### src/rtl/bsg_mem_2r1w_sync_rf_ctrl_if.sv
// Bus bundle between the register-file controller and its environment
// (write requesters, read ports, and the 2R1W synchronous RAM).
//   w0_*/w1_*      : write requesters (valid/addr/data in, ready out)
//   r0_*/r1_*      : operand read ports (request in, valid/data out one cycle later)
//   mem_w_*        : RAM write port (driven by the controller)
//   mem_r0_*/r1_*  : RAM read ports (enable/addr out, sync data in)
//   init_done_o    : controller has finished the post-reset clear sweep
// Modports: slave = controller view, master = environment view.
interface bsg_mem_2r1w_sync_rf_ctrl_if #(
    parameter int unsigned width_p = 32,
    parameter int unsigned els_p   = 64
);
    localparam int unsigned addr_width_lp = (els_p > 1) ? $clog2(els_p) : 1;

    logic                     w0_v_i;
    logic [addr_width_lp-1:0] w0_addr_i;
    logic [width_p-1:0]       w0_data_i;
    logic                     w0_ready_o;
    logic                     w1_v_i;
    logic [addr_width_lp-1:0] w1_addr_i;
    logic [width_p-1:0]       w1_data_i;
    logic                     w1_ready_o;

    logic                     r0_v_i;
    logic [addr_width_lp-1:0] r0_addr_i;
    logic                     r0_v_o;
    logic [width_p-1:0]       r0_data_o;
    logic                     r1_v_i;
    logic [addr_width_lp-1:0] r1_addr_i;
    logic                     r1_v_o;
    logic [width_p-1:0]       r1_data_o;

    logic                     mem_w_v_o;
    logic [addr_width_lp-1:0] mem_w_addr_o;
    logic [width_p-1:0]       mem_w_data_o;
    logic                     mem_r0_v_o;
    logic [addr_width_lp-1:0] mem_r0_addr_o;
    logic [width_p-1:0]       mem_r0_data_i;
    logic                     mem_r1_v_o;
    logic [addr_width_lp-1:0] mem_r1_addr_o;
    logic [width_p-1:0]       mem_r1_data_i;

    logic                     init_done_o;

    modport slave (
        input  w0_v_i, w0_addr_i, w0_data_i, w1_v_i, w1_addr_i, w1_data_i,
        input  r0_v_i, r0_addr_i, r1_v_i, r1_addr_i,
        input  mem_r0_data_i, mem_r1_data_i,
        output w0_ready_o, w1_ready_o, r0_v_o, r0_data_o, r1_v_o, r1_data_o,
        output mem_w_v_o, mem_w_addr_o, mem_w_data_o,
        output mem_r0_v_o, mem_r0_addr_o, mem_r1_v_o, mem_r1_addr_o,
        output init_done_o
    );

    modport master (
        output w0_v_i, w0_addr_i, w0_data_i, w1_v_i, w1_addr_i, w1_data_i,
        output r0_v_i, r0_addr_i, r1_v_i, r1_addr_i,
        output mem_r0_data_i, mem_r1_data_i,
        input  w0_ready_o, w1_ready_o, r0_v_o, r0_data_o, r1_v_o, r1_data_o,
        input  mem_w_v_o, mem_w_addr_o, mem_w_data_o,
        input  mem_r0_v_o, mem_r0_addr_o, mem_r1_v_o, mem_r1_addr_o,
        input  init_done_o
    );
endinterface

### src/rtl/bsg_mem_2r1w_sync_rf_ctrl.sv
// Front-end controller for a 2R1W synchronous register file RAM that does not
// support same-address read/write in one cycle. Clears the array after reset,
// round-robins two write requesters onto the single write port, and turns
// read/write address collisions into a one-cycle write-data forward.
// Ports:
//   clk_i      : clock
//   reset_n_i  : asynchronous active-low reset
//   bus        : requester, read-port and RAM-side signals (slave modport)
module bsg_mem_2r1w_sync_rf_ctrl #(
    parameter int unsigned width_p     = 32,
    parameter int unsigned els_p       = 64,
    parameter bit          zero_init_p = 1'b1
) (
    input  logic                        clk_i,
    input  logic                        reset_n_i,
    bsg_mem_2r1w_sync_rf_ctrl_if.slave  bus
);
    localparam int unsigned addr_width_lp = (els_p > 1) ? $clog2(els_p) : 1;
    localparam logic [addr_width_lp-1:0] last_addr_lp = addr_width_lp'(els_p - 1);

    typedef enum logic {S_INIT, S_RUN} state_e;

    state_e                   r_state, w_state_nxt;
    logic [addr_width_lp-1:0] r_cnt, w_cnt_nxt;
    logic                     r_rr, w_rr_nxt;       // 0: requester 0 favoured
    logic                     r_r0_v, r_r1_v;
    logic                     r_byp0, r_byp1;
    logic [width_p-1:0]       r_byp_data0, r_byp_data1;
    logic                     r_init_done;

    logic                     w_run;
    logic                     w_grant0, w_grant1;
    logic                     w_mem_w_v;
    logic [addr_width_lp-1:0] w_mem_w_addr;
    logic [width_p-1:0]       w_mem_w_data;
    logic                     w_hit0, w_hit1;
    logic                     w_mem_r0_v, w_mem_r1_v;

    // State, sweep counter, arbiter pointer and read-return pipeline
    always_ff @(posedge clk_i or negedge reset_n_i) begin
        if (!reset_n_i) begin
            r_state     <= zero_init_p ? S_INIT : S_RUN;
            r_cnt       <= '0;
            r_rr        <= 1'b0;
            r_r0_v      <= 1'b0;
            r_r1_v      <= 1'b0;
            r_byp0      <= 1'b0;
            r_byp1      <= 1'b0;
            r_byp_data0 <= '0;
            r_byp_data1 <= '0;
            r_init_done <= ~zero_init_p;
        end else begin
            r_state     <= w_state_nxt;
            r_cnt       <= w_cnt_nxt;
            r_rr        <= w_rr_nxt;
            r_r0_v      <= w_run & bus.r0_v_i;
            r_r1_v      <= w_run & bus.r1_v_i;
            r_byp0      <= w_hit0;
            r_byp1      <= w_hit1;
            if (w_hit0) r_byp_data0 <= w_mem_w_data;
            if (w_hit1) r_byp_data1 <= w_mem_w_data;
            r_init_done <= (w_state_nxt == S_RUN);
        end
    end

    // Next state, write arbitration and collision detection; gated by reset so
    // nothing reaches the RAM while reset is held
    always_comb begin
        w_state_nxt  = r_state;
        w_cnt_nxt    = r_cnt;
        w_rr_nxt     = r_rr;
        w_run        = 1'b0;
        w_grant0     = 1'b0;
        w_grant1     = 1'b0;
        w_mem_w_v    = 1'b0;
        w_mem_w_addr = '0;
        w_mem_w_data = '0;
        w_hit0       = 1'b0;
        w_hit1       = 1'b0;
        w_mem_r0_v   = 1'b0;
        w_mem_r1_v   = 1'b0;
        if (reset_n_i) begin
            unique case (r_state)
                S_INIT: begin
                    w_mem_w_v    = 1'b1;
                    w_mem_w_addr = r_cnt;
                    w_cnt_nxt    = r_cnt + addr_width_lp'(1);
                    if (r_cnt == last_addr_lp) begin
                        w_state_nxt = S_RUN;
                        w_cnt_nxt   = '0;
                    end
                end
                S_RUN: begin
                    w_run        = 1'b1;
                    w_grant0     = bus.w0_v_i & (~bus.w1_v_i | ~r_rr);
                    w_grant1     = bus.w1_v_i & (~bus.w0_v_i |  r_rr);
                    w_mem_w_v    = bus.w0_v_i | bus.w1_v_i;
                    w_mem_w_addr = w_grant1 ? bus.w1_addr_i : bus.w0_addr_i;
                    w_mem_w_data = w_grant1 ? bus.w1_data_i : bus.w0_data_i;
                    // Pointer always lands on the requester that was not served
                    if (w_mem_w_v) w_rr_nxt = w_grant0;
                    w_hit0       = bus.r0_v_i & w_mem_w_v & (bus.r0_addr_i == w_mem_w_addr);
                    w_hit1       = bus.r1_v_i & w_mem_w_v & (bus.r1_addr_i == w_mem_w_addr);
                    w_mem_r0_v   = bus.r0_v_i & ~w_hit0;
                    w_mem_r1_v   = bus.r1_v_i & ~w_hit1;
                end
                default: ;
            endcase
        end
    end

    assign bus.w0_ready_o    = w_grant0;
    assign bus.w1_ready_o    = w_grant1;
    assign bus.mem_w_v_o     = w_mem_w_v;
    assign bus.mem_w_addr_o  = w_mem_w_addr;
    assign bus.mem_w_data_o  = w_mem_w_data;
    assign bus.mem_r0_v_o    = w_mem_r0_v;
    assign bus.mem_r0_addr_o = bus.r0_addr_i;
    assign bus.mem_r1_v_o    = w_mem_r1_v;
    assign bus.mem_r1_addr_o = bus.r1_addr_i;
    assign bus.r0_v_o        = r_r0_v;
    assign bus.r1_v_o        = r_r1_v;
    // Forwarded write data replaces the suppressed RAM read
    assign bus.r0_data_o     = r_byp0 ? r_byp_data0 : bus.mem_r0_data_i;
    assign bus.r1_data_o     = r_byp1 ? r_byp_data1 : bus.mem_r1_data_i;
    assign bus.init_done_o   = r_init_done;
endmodule

### src/flat_wrapper.sv
// flat-port wrapper written by rule: the top's interface ports become plain ports
module bsg_mem_2r1w_sync_rf_ctrl_flat 
#(
    parameter int unsigned width_p     = 32,
    parameter int unsigned els_p       = 64,
    parameter bit          zero_init_p = 1'b1
)
  (clk_i, reset_n_i, bus_w0_v_i, bus_w0_addr_i, bus_w0_data_i, bus_w1_v_i, bus_w1_addr_i, bus_w1_data_i, bus_r0_v_i, bus_r0_addr_i, bus_r1_v_i, bus_r1_addr_i, bus_mem_r0_data_i, bus_mem_r1_data_i, bus_w0_ready_o, bus_w1_ready_o, bus_r0_v_o, bus_r0_data_o, bus_r1_v_o, bus_r1_data_o, bus_mem_w_v_o, bus_mem_w_addr_o, bus_mem_w_data_o, bus_mem_r0_v_o, bus_mem_r0_addr_o, bus_mem_r1_v_o, bus_mem_r1_addr_o, bus_init_done_o);
  bsg_mem_2r1w_sync_rf_ctrl_if #(.width_p(width_p), .els_p(els_p)) bus_i ();
  input  logic clk_i;
  input  logic reset_n_i;
  input wire logic [$bits(bus_i.w0_v_i)-1:0] bus_w0_v_i;
  input wire logic [$bits(bus_i.w0_addr_i)-1:0] bus_w0_addr_i;
  input wire logic [$bits(bus_i.w0_data_i)-1:0] bus_w0_data_i;
  input wire logic [$bits(bus_i.w1_v_i)-1:0] bus_w1_v_i;
  input wire logic [$bits(bus_i.w1_addr_i)-1:0] bus_w1_addr_i;
  input wire logic [$bits(bus_i.w1_data_i)-1:0] bus_w1_data_i;
  input wire logic [$bits(bus_i.r0_v_i)-1:0] bus_r0_v_i;
  input wire logic [$bits(bus_i.r0_addr_i)-1:0] bus_r0_addr_i;
  input wire logic [$bits(bus_i.r1_v_i)-1:0] bus_r1_v_i;
  input wire logic [$bits(bus_i.r1_addr_i)-1:0] bus_r1_addr_i;
  input wire logic [$bits(bus_i.mem_r0_data_i)-1:0] bus_mem_r0_data_i;
  input wire logic [$bits(bus_i.mem_r1_data_i)-1:0] bus_mem_r1_data_i;
  output wire logic [$bits(bus_i.w0_ready_o)-1:0] bus_w0_ready_o;
  output wire logic [$bits(bus_i.w1_ready_o)-1:0] bus_w1_ready_o;
  output wire logic [$bits(bus_i.r0_v_o)-1:0] bus_r0_v_o;
  output wire logic [$bits(bus_i.r0_data_o)-1:0] bus_r0_data_o;
  output wire logic [$bits(bus_i.r1_v_o)-1:0] bus_r1_v_o;
  output wire logic [$bits(bus_i.r1_data_o)-1:0] bus_r1_data_o;
  output wire logic [$bits(bus_i.mem_w_v_o)-1:0] bus_mem_w_v_o;
  output wire logic [$bits(bus_i.mem_w_addr_o)-1:0] bus_mem_w_addr_o;
  output wire logic [$bits(bus_i.mem_w_data_o)-1:0] bus_mem_w_data_o;
  output wire logic [$bits(bus_i.mem_r0_v_o)-1:0] bus_mem_r0_v_o;
  output wire logic [$bits(bus_i.mem_r0_addr_o)-1:0] bus_mem_r0_addr_o;
  output wire logic [$bits(bus_i.mem_r1_v_o)-1:0] bus_mem_r1_v_o;
  output wire logic [$bits(bus_i.mem_r1_addr_o)-1:0] bus_mem_r1_addr_o;
  output wire logic [$bits(bus_i.init_done_o)-1:0] bus_init_done_o;
  assign bus_i.w0_v_i = bus_w0_v_i;
  assign bus_i.w0_addr_i = bus_w0_addr_i;
  assign bus_i.w0_data_i = bus_w0_data_i;
  assign bus_i.w1_v_i = bus_w1_v_i;
  assign bus_i.w1_addr_i = bus_w1_addr_i;
  assign bus_i.w1_data_i = bus_w1_data_i;
  assign bus_i.r0_v_i = bus_r0_v_i;
  assign bus_i.r0_addr_i = bus_r0_addr_i;
  assign bus_i.r1_v_i = bus_r1_v_i;
  assign bus_i.r1_addr_i = bus_r1_addr_i;
  assign bus_i.mem_r0_data_i = bus_mem_r0_data_i;
  assign bus_i.mem_r1_data_i = bus_mem_r1_data_i;
  assign bus_w0_ready_o = bus_i.w0_ready_o;
  assign bus_w1_ready_o = bus_i.w1_ready_o;
  assign bus_r0_v_o = bus_i.r0_v_o;
  assign bus_r0_data_o = bus_i.r0_data_o;
  assign bus_r1_v_o = bus_i.r1_v_o;
  assign bus_r1_data_o = bus_i.r1_data_o;
  assign bus_mem_w_v_o = bus_i.mem_w_v_o;
  assign bus_mem_w_addr_o = bus_i.mem_w_addr_o;
  assign bus_mem_w_data_o = bus_i.mem_w_data_o;
  assign bus_mem_r0_v_o = bus_i.mem_r0_v_o;
  assign bus_mem_r0_addr_o = bus_i.mem_r0_addr_o;
  assign bus_mem_r1_v_o = bus_i.mem_r1_v_o;
  assign bus_mem_r1_addr_o = bus_i.mem_r1_addr_o;
  assign bus_init_done_o = bus_i.init_done_o;
  bsg_mem_2r1w_sync_rf_ctrl #(.width_p(width_p), .els_p(els_p), .zero_init_p(zero_init_p)) u_core (.clk_i(clk_i), .reset_n_i(reset_n_i), .bus(bus_i));
endmodule
### config.mk
export PLATFORM = sky130hd
export DESIGN_NAME = bsg_mem_2r1w_sync_rf_ctrl_flat
export DESIGN_NICKNAME = d
export VERILOG_FILES = /design/src/rtl/bsg_mem_2r1w_sync_rf_ctrl_if.sv /design/src/rtl/bsg_mem_2r1w_sync_rf_ctrl.sv /design/src/flat_wrapper.sv
export SDC_FILE = /design/constraint.sdc
export NUM_CORES = 1
export LEC_CHECK = 0
export BUFFER_PORTS_ARGS = -buffer_cell sky130_fd_sc_hd__buf_4
export CAP_MARGIN = 10
export CORE_MARGIN = 8
export CORE_UTILIZATION = 38
export CTS_CLUSTER_DIAMETER = 40
export DETAILED_ROUTE_END_ITERATION = 8
export HOLD_SLACK_MARGIN = 0.08
export PLACE_DENSITY_LB_ADDON = 0.15
export SLEW_MARGIN = 40
export SYNTH_ARGS = -nofsm -noshare
export SYNTH_HDL_FRONTEND = slang
export SYNTH_SLANG_ARGS = --single-unit
### constraint.sdc
create_clock -name clk_i -period 2.8 [get_ports clk_i]
set_clock_uncertainty 0.1 [all_clocks]
set_input_delay 0 -clock clk_i [delete_from_list [all_inputs] [get_ports clk_i]]
set_output_delay 0 -clock clk_i [all_outputs]
set_load 0.05 [all_outputs]
==> results of run 1 <==
## final cells by class
type / instances / area, sq um / share of cell area
inverters: 6 / 22.5 / 0.00299
clock inverters: 5 / 85.1 / 0.0113
multi-input cells: 339 / 2740 / 0.364
clock buffers: 11 / 233 / 0.0309
repair buffers: 302 / 2330 / 0.310
well taps: 172 / 215 / 0.0286
flip-flops and latches: 76 / 1900 / 0.253
## cells by family after synthesis
| family | Yosys count | share of synthesized area |
|---|---|---|
| AO/OA/AOI/OAI | 61 | 0.0773 |
| XOR/XNOR | 9 | 0.0160 |
| adder cells (fa/ha/maj) | 1 | 0.00253 |
| buffers and inverters | 49 | 0.0606 |
| flip-flops | 76 | 0.385 |
| multiplexers | 131 | 0.321 |
| AND/OR/NAND/NOR | 137 | 0.138 |
## critical path: stages, from the launching register on
cell	delay [ps]
dfrtp_1	390
and2b_1	300
nor2_4	200
mux2i_2	340
xor2_1	250
and4_2	300
buf_4	210
mux2_2	350
## flip-flops by register name (all words and copies together), names as in the netlist
register	cells
u_core.r_byp_data0	32
u_core.r_byp_data1	32
u_core.r_cnt	6
u_core.bus.r0_v_o	1
u_core.bus.r1_v_o	1
u_core.r_byp0	1
u_core.r_byp1	1
u_core.r_rr	1
u_core.r_state	1
## final timing paths
kind,cells after the start,slack [ps],endpoint
max in group asynchronous,4,1120,u_core.r_byp_data1[30]
min in group asynchronous,3,630,u_core.r_state
max reg2reg,7,220,u_core.r_byp_data1[22]
max,7,220,u_core.r_byp_data1[22]
min,4,110,u_core.r_byp_data0[2]
min reg2reg,1,390,u_core.r_byp_data1[6]
## per-stage QoR
stage / setup WS, ps / util / instances / hold WS [ps] / power, mW
global placement: 290 / 0.562 / 886 / -199 / 2.57
floorplan: 99.4 / - / 464 / -396 / 2.08
CTS: 192 / 0.594 / 911 / 95.9 / 3.85
global route: 65.1 / 0.594 / 911 / 128 / 3.98
finish: 216 / 0.594 / 911 / 106 / 3.80
detailed placement: 198 / 0.562 / 886 / -200 / 2.59
## timing repair
| item | in CTS | in global routing |
|---|---|---|
| buffers inserted | 0 | 0 |
| setup endpoints to repair | 0 | 29 |
| hold buffers | 9 | 0 |
| gates resized for setup | 0 | 1 |
| hold endpoints to repair | 81 | 0 |
## report_power, final
group	total [mW]	internal, mW	switching (mW)
Sequential	1.21	1.15	0.0610
Combinational	1.37	0.508	0.861
Clock	1.22	0.786	0.438
## per-layer routing
layer	vias up	wire length, um	GRT usage
met4	0	291	0.0533
met3	19	1490	0.0510
met1	2190	6590	0.220
li1	2167	-	-
met5	-	0	0
met2	187	8830	0.359
## synthesized netlist by cell type (all sizes together)
cell	n	area (sq um)
and2b	1	7.51
nand2	76	285
o21ai	1	5.00
nand4b	6	52.6
nor2	18	75.1
and4	3	26.3
a311oi	4	35.0
ha	1	12.5
a32oi	1	8.76
nor4	1	21.3
o21bai	1	7.51
nor3	1	5.00
nand2b	13	83.8
mux2i	2	23.8
a2bb2oi	1	15.0
a21oi	34	170
nand4	3	33.8
a22oi	3	22.5
dfrtp	76	1900
nor2b	6	37.5
a31oi	2	12.5
inv	6	22.5
and3	2	12.5
nand3	4	20.0
o22ai	3	18.8
o2111a	1	11.3
clkbuf	13	48.8
a211oi	9	67.6
a21boi	1	7.51
mux2	129	1560
xor2	3	26.3
or3	2	12.5
xnor2	6	52.6
and2	1	6.26
buf	30	228
==> flow_summary.yaml, run 1 <==
grt:
  grt_max_degree: 61
  overflow: 0
  antenna_found_initial: 0
  grt_pass1_wl_mm: 26.0
  grt_pass1_vias: 4900
  grtUsageTotal: 0.196
flow_run:
  drv_cap: 0
floorplanning:
  io_pins: 280
  rows: 41
  dieHeight_um: 130
  core-area_sq_um: 12700
  start_util: 0.390
  die-area_sq_um: 16900
  chipWidth_um: 130
setup_path:
  cp-start-kind: "flip-flop"
  startpoint: "u_core.r_rr"
  crit-reg2reg-launch: "u_core.r_rr"
  end_kind: "flip-flop"
  cp.arrival_ps: 2680
  crit_path_max_fanout: 10
  critPathRequiredTime_ps: 2900
  path_class: "reg -> reg"
finish:
  area_delta_synth_final_pct: 52.4
  most-common-layout-cells: "buf_4 (289), mux2_2 (95), nand2_1 (76), dfrtp_1 (76), a21oi_1 (34)"
  final_area_sq_um: 7530
  drive_gt1_frac: 0.594
  nets: 893
  layout_commonest_cell: "buf_4"
  fillers: 1127
  diodes: 0
run_status:
  status: "finished, final reports clean"
cts:
  worstSkewPairLatency_ps: 320
  clockBufferDepth: 2
  cts_root_buffer: "clkbuf_16"
  cts_sinks: 76
  cts_buffers: 9
  htreeDepth: 3
  cts_tree: "done"
  path_clk_slew_ps: 60
sta:
  rsz0062_at_grt: "false"
  clock.fmax_mhz: 387
  post-route-min-period_ps: 2580
  tightest_slew_ps: 719
  setup_violations: 0
  slew_headroom: 0.521
  setup_tns_ps: 0
  finalHoldViolCount: 0
  post-route-period-util: 0.923
  maxSlewViolCount: 0
synthesis:
  yosys_warnings: 0
  ys_seq_area_frac: 0.385
  ys_types: 45
  avgSynthCellArea_sq_um: 10.6
  synth_seq_cells: 76
  syn-instance-count: 464
  syn_area_sq_um: 4940
  synth_nets: 623
placed_design:
  placed_area_sq_um: 7120
  portBuffers: 279
  dpl.hpwl_mm: 13.7
  routabilityCongestion: 0.862
pwr:
  p_per_area_nw_per_um2: 505
  ir_worst_vdd_v: 0.000514
  p_leak_nw: 3.86
detailed_routing:
  wl_per_cell_um: 18.9
  ant_nets: 0
  vias: 4563
  drt-initial-drc-count: 202
  totalWireLength_mm: 17.2
  drc: 0
  viasPerCell: 5.01
  drt_pass1_iterations: 4
hold_path:
  hold_class: "in -> reg"
  min-delay-start: "bus_w1_data_i[2]"
Power figures use the tool's default switching activity.
==> run 2: changes to the inputs <==
--- a/config.mk
+++ b/config.mk
@@ -8,7 +8,7 @@
 export BUFFER_PORTS_ARGS = -buffer_cell sky130_fd_sc_hd__buf_4
 export CAP_MARGIN = 10
 export CORE_MARGIN = 8
-export CORE_UTILIZATION = 38
+export CORE_UTILIZATION = 45
 export CTS_CLUSTER_DIAMETER = 40
 export DETAILED_ROUTE_END_ITERATION = 8
 export HOLD_SLACK_MARGIN = 0.08
==> run 2 against run 1 <==
Compared with the run above:
- via count is 1.8% higher
- first-iteration DRC count is 40% lower
- setup slack gained 7.5 ps
- count of clock-buffer cells in the layout is the same
- non-clock buffer count up 9
- sequential share of layout area grew 0.47 points
- critical path type unchanged
- critical endpoint is now u_core.r_byp_data1[15]
==> flow_summary.yaml, run 2 (same netlist as run 1, synthesis figures left out) <==
floorplanning:
  core-area_sq_um: 10800
  dieHeight_um: 121
  start_util: 0.458
  rows: 38
  die-area_sq_um: 14600
  chipWidth_um: 121
  io_pins: 280
setup_path:
  crit_path_max_fanout: 16
  critPathRequiredTime_ps: 2920
  cp.arrival_ps: 2700
  startpoint: "u_core.r_rr"
  crit_end: "u_core.r_byp_data1[15]"
  crit-reg2reg-launch: "u_core.r_rr"
  end_kind: "flip-flop"
  timing.rr.end: "u_core.r_byp_data1[15]"
  rrSetupSlack_ps: 220
  path_class: "reg -> reg"
  ff2ff_path_depth: 7
  cp-start-kind: "flip-flop"
cts:
  cts_root_buffer: "clkbuf_8"
  cts_sinks: 76
  worstSkewPairLatency_ps: 340
  cts_tree: "done"
  post-cts-setup-buffers: 0
  path_clk_slew_ps: 80
  clockBufferDepth: 2
  htreeDepth: 3
  cts_buffers: 9
detailed_routing:
  drt_pass1_iterations: 4
  ant_nets: 0
  totalWireLength_mm: 16.9
  drt-initial-drc-count: 121
  viasPerCell: 5.23
  wl_per_cell_um: 19.0
  drc: 0
  vias: 4645
finish:
  top_regs: "u_core.r_byp_data0 x32, u_core.r_byp_data1 x32, u_core.r_cnt x6"
  most-common-layout-cells: "buf_4 (294), mux2_2 (95), nand2_1 (76), dfrtp_1 (76), a21oi_1 (34)"
  area_delta_synth_final_pct: 49.6
  drive_gt1_frac: 0.591
  layout.cells.non_filler: 888
  seq_area_sq_um: 1900
  layout_commonest_cell: "buf_4"
  fillers: 838
  nets: 902
  diodes: 0
  final_area_sq_um: 7390
  multi_input_area_sq_um: 2740
pwr:
  p_total_mw: 3.34
  p_leak_nw: 3.82
  ir_worst_vdd_v: 0.000600
  p_per_area_nw_per_um2: 452
sta:
  slew_headroom: 0.530
  setup_violations: 0
  clock.fmax_mhz: 388
  post-route-min-period_ps: 2580
  post-route-period-util: 0.920
  finalHoldViolCount: 0
  maxSlewViolCount: 0
  tightest_slew_ps: 706
  setup_tns_ps: 0
  rsz0062_at_grt: "false"
placed_design:
  portBuffers: 279
  dpl.hpwl_mm: 13.2
  routabilityCongestion: 0.859
  placed_area_sq_um: 7050
  dp_cells: 855
grt:
  overflow: 0
  antenna_found_initial: 0
  grt_pass1_wl_mm: 26.7
  grt_max_degree: 56
  grtUsageTotal: 0.228
  grt_pass1_vias: 5013
flow_run:
  drv_cap: 0
hold_path:
  hold_class: "in -> reg"
run_status:
  status: "finished, final reports clean"
==> run 2: cell count changes in the layout (fill, tap and decap cells not counted), sizes merged <==
cell         before  now
dlygate4sd3       9   16
buf             293  295
bufinv            2    0
clkinvlp          1    3
==> run 2: cell type report <==
| type | count | share of cell area |
|---|---|---|
| inverter | 6 | 0.00305 |
| sequential | 76 | 0.257 |
| clock inverter | 5 | 0.00491 |
| timing repair buffer | 311 | 0.321 |
| clock buffer | 11 | 0.0191 |
| multi-input combinational | 339 | 0.371 |
| tap | 140 | 0.0237 |
==> run 2: worst min-delay path by stage <==
stage	from	end	slack (ps)	cells past startpoint
CTS	bus_w1_data_i[26]	u_core.r_byp_data0[26]	90	4
detailed placement	reset_n_i	u_core.r_byp_data0[4]	-170	1
global route	bus_w1_data_i[21]	u_core.r_byp_data1[21]	100	4
finish	bus_w0_data_i[28]	u_core.r_byp_data0[28]	100	4
floorplan	reset_n_i	u_core.bus.r0_v_o	-400	0
global placement	reset_n_i	u_core.r_byp_data0[1]	-180	1
==> run 2: power by group <==
group	leakage (nW)	switching [mW]	total, mW	internal [mW]
Combinational	2.69	0.861	1.38	0.515
Sequential	1.05	0.0599	1.21	1.15
Clock	0.0820	0.409	0.757	0.348
==> run 2: what timing repair did <==
action,CTS,global route
resized for setup,0,1
endpoints found under the setup margin,0,6
hold buffers,17,0
endpoints found under the hold margin,90,0
==> run 2: per-stage QoR <==
step | util | setup WS [ps] | hold WS (ps)
2_1_floorplan | - | 99.4 | -396
3_3_place_gp | 0.653 | 264 | -176
3_5_place_dp | 0.653 | 176 | -173
4_1_cts | 0.685 | 154 | 85.6
5_1_grt | 0.685 | 82.6 | 97.1
6_report | 0.685 | 223 | 98.9
==> run 2: critical path: stages, from the launching register on <==
cell and delay (ps):
dfrtp_1 410, nand2b_2 310, a21boi_1 260, nor2_1 110, a211oi_1 340, and4_2 290, buf_4 260, mux2_2 370
==> run 2: per-layer routing <==
| layer | global-route usage | wire (um) | vias to the layer above | share of wire |
|---|---|---|---|---|
| li1 | - | - | 2180 | - |
| met1 | 0.267 | 6630 | 2242 | 0.39 |
| met2 | 0.397 | 8670 | 202 | 0.51 |
| met3 | 0.0601 | 1320 | 21 | 0.078 |
| met4 | 0.0718 | 268 | 0 | 0.016 |
| met5 | 0 | 0 | - | 0 |
==> run 3: changes to the inputs <==
--- a/config.mk
+++ b/config.mk
@@ -5,7 +5,7 @@
 export SDC_FILE = /design/constraint.sdc
 export NUM_CORES = 1
 export LEC_CHECK = 0
-export BUFFER_PORTS_ARGS = -buffer_cell sky130_fd_sc_hd__buf_4
+export BUFFER_PORTS_ARGS = -buffer_cell sky130_fd_sc_hd__buf_2
 export CAP_MARGIN = 10
 export CORE_MARGIN = 8
 export CORE_UTILIZATION = 45
==> run 3 against run 2 <==
Compared with the run above:
- combinational power shrank 11%
- largest cell class unchanged
- critical endpoint is now u_core.r_byp_data1[8]
- wire length shrank 3.5%
- die area is the same
- sequential power is essentially flat
- critical path depth is the same
- flip-flop and latch count is the same
- count of clock-buffer cells in the layout shrank 2
- utilization shrank 5.9 points
- cell area shrank 8.6%
- global-route usage shrank 0.87 points
==> flow_summary.yaml, run 3 (same netlist as run 1, synthesis figures left out) <==
setup_path:
  end_kind: "flip-flop"
  path_cells: "and2b_1 > nor2_4 > mux2i_4 > xor2_1 > and4_2 > buf_4 > mux2_2"
  ff2ff_path_depth: 7
  critPathRequiredTime_ps: 2910
  cpPeakStageDelay_ps: 390
  crit_path_max_fanout: 16
  timing.rr.end: "u_core.r_byp_data1[8]"
  cp_slowest_cell: "dfrtp_1"
  rrSetupSlack_ps: 170
  crit-reg2reg-launch: "u_core.r_rr"
  cp-start-kind: "flip-flop"
  cp.arrival_ps: 2740
  path_class: "reg -> reg"
pwr:
  ir_worst_vdd_v: 0.000609
  switchingPower_mw: 1.29
  p_per_area_nw_per_um2: 477
  swShare: 0.401
  p_leak_nw: 3.64
  p_seq_frac: 0.374
  pwr-share-clk: 0.243
  power.internal_mw: 1.93
  p_comb_frac: 0.383
sta:
  clock.fmax_mhz: 380
  maxSlewViolCount: 0
  post-route-period-util: 0.940
  post-route-min-period_ps: 2630
  setup_violations: 0
  slew_headroom: 0.497
  finalHoldViolCount: 0
  tightest_slew_ps: 755
detailed_routing:
  highest_layer: "met4"
  wl_met1_mm: 6.60
  drc: 0
  drt-initial-drc-count: 173
  viasPerCell: 5.18
  wl_met3_mm: 1.17
  ant_nets: 0
  met2WireLength_mm: 8.34
  vias: 4599
  totalWireLength_mm: 16.3
  drt_pass1_iterations: 5
  wl_per_cell_um: 18.3
floorplanning:
  dieHeight_um: 121
  core-area_sq_um: 10800
  io_pins: 280
  rows: 38
  start_util: 0.458
  chipWidth_um: 121
  die-area_sq_um: 14600
finish:
  fillers: 929
  most-common-layout-cells: "buf_2 (278), mux2_2 (95), nand2_1 (76), dfrtp_1 (76), a21oi_1 (34)"
  final_area_sq_um: 6760
  layout_commonest_cell: "buf_2"
  area_delta_synth_final_pct: 36.8
  fin_util: 0.626
  top_regs: "u_core.r_byp_data0 x32, u_core.r_byp_data1 x32, u_core.r_cnt x6"
  diodes: 0
  drive_gt1_frac: 0.588
  nets: 904
grt:
  grtUsageTotal: 0.219
  antenna_found_initial: 0
  grt_pass1_vias: 4906
  grt_pass1_wl_mm: 25.6
  grt_max_degree: 66
  overflow: 0
cts:
  path_clk_slew_ps: 80
  worstSkewPairLatency_ps: 330
  htreeDepth: 3
  cts_root_buffer: "clkbuf_8"
  cts_tree: "done"
  cts_sinks: 76
  cts_buffers: 9
  clockBufferDepth: 2
placed_design:
  placed_area_sq_um: 6370
  portBuffers: 279
  dpl.hpwl_mm: 12.8
  routabilityCongestion: 0.907
run_status:
  status: "finished, final reports clean"
hold_path:
  min-delay-start: "bus_w0_data_i[4]"
  hold_end: "u_core.r_byp_data1[4]"
  min_delay_path_depth: 4
  hold_class: "in -> reg"
flow_run:
  drv_cap: 0
run 3: stage by stage:
stage          instances  hold slack (ps)  TNS (ps)  setup WS [ps]  power, mW
2_1_floorplan        464             -396         0           99.4       2.08
3_3_place_gp         855             -239         0            244       2.42
3_5_place_dp         855             -239         0            175       2.44
4_1_cts              888             80.3         0            155       3.25
5_1_grt              888             90.9     -2.02          -1.40       3.40
6_report             888             94.3         0            169       3.22
run 3: routing by layer:
layer | vias up | global-route usage
met3 | 14 | 0.0550
li1 | 2187 | -
met1 | 2217 | 0.258
met4 | 0 | 0.0718
met2 | 181 | 0.382
met5 | - | 0
run 3: layout make-up:
| type | instances | area (sq um) | share of cell area |
|---|---|---|---|
| clock buffers | 9 | 124 | 0.0183 |
| flip-flops and latches | 76 | 1900 | 0.281 |
| multi-input cells | 339 | 2750 | 0.407 |
| well taps | 140 | 175 | 0.0259 |
| clock inverters | 5 | 55.1 | 0.00815 |
| inverters | 6 | 22.5 | 0.00333 |
| repair buffers | 313 | 1730 | 0.256 |
run 3: worst max path at each step:
stage	endpoint	start	slack, ps
floorplan	bus_mem_w_addr_o[0]	u_core.r_rr	100
finish	u_core.r_byp_data1[8]	u_core.r_rr	170
detailed placement	u_core.r_byp_data1[1]	u_core.r_rr	180
CTS	u_core.r_byp_data1[13]	u_core.r_rr	150
global placement	u_core.r_byp_data1[11]	u_core.r_rr	240
global route	u_core.r_byp_data1[11]	u_core.r_rr	-1
run 3: power groups by stage:
stage          sequential, mW  combinational, mW  clock (mW)
2_1_floorplan            1.23              0.850           0
3_3_place_gp             1.22               1.20           0
3_5_place_dp             1.23               1.21           0
4_1_cts                  1.21               1.24       0.809
5_1_grt                  1.22               1.33       0.854
6_report                 1.21               1.23       0.782
run 3: repair_timing:
| item | CTS | global route |
|---|---|---|
| hold buffers | 19 | 0 |
| endpoints found under the setup margin | 0 | 13 |
| setup buffers | 0 | 0 |
| endpoints found under the hold margin | 93 | 0 |
| gates resized for setup | 0 | 2 |
run 3: worst max-delay path: cells and delay by family, from the launching register on:
| kind | cells | cell delay (ps) |
|---|---|---|
| XOR/XNOR | 1 | 250 |
| buffers and inverters | 1 | 250 |
| flip-flops | 1 | 390 |
| multiplexers | 2 | 680 |
| AND/OR/NAND/NOR | 3 | 830 |
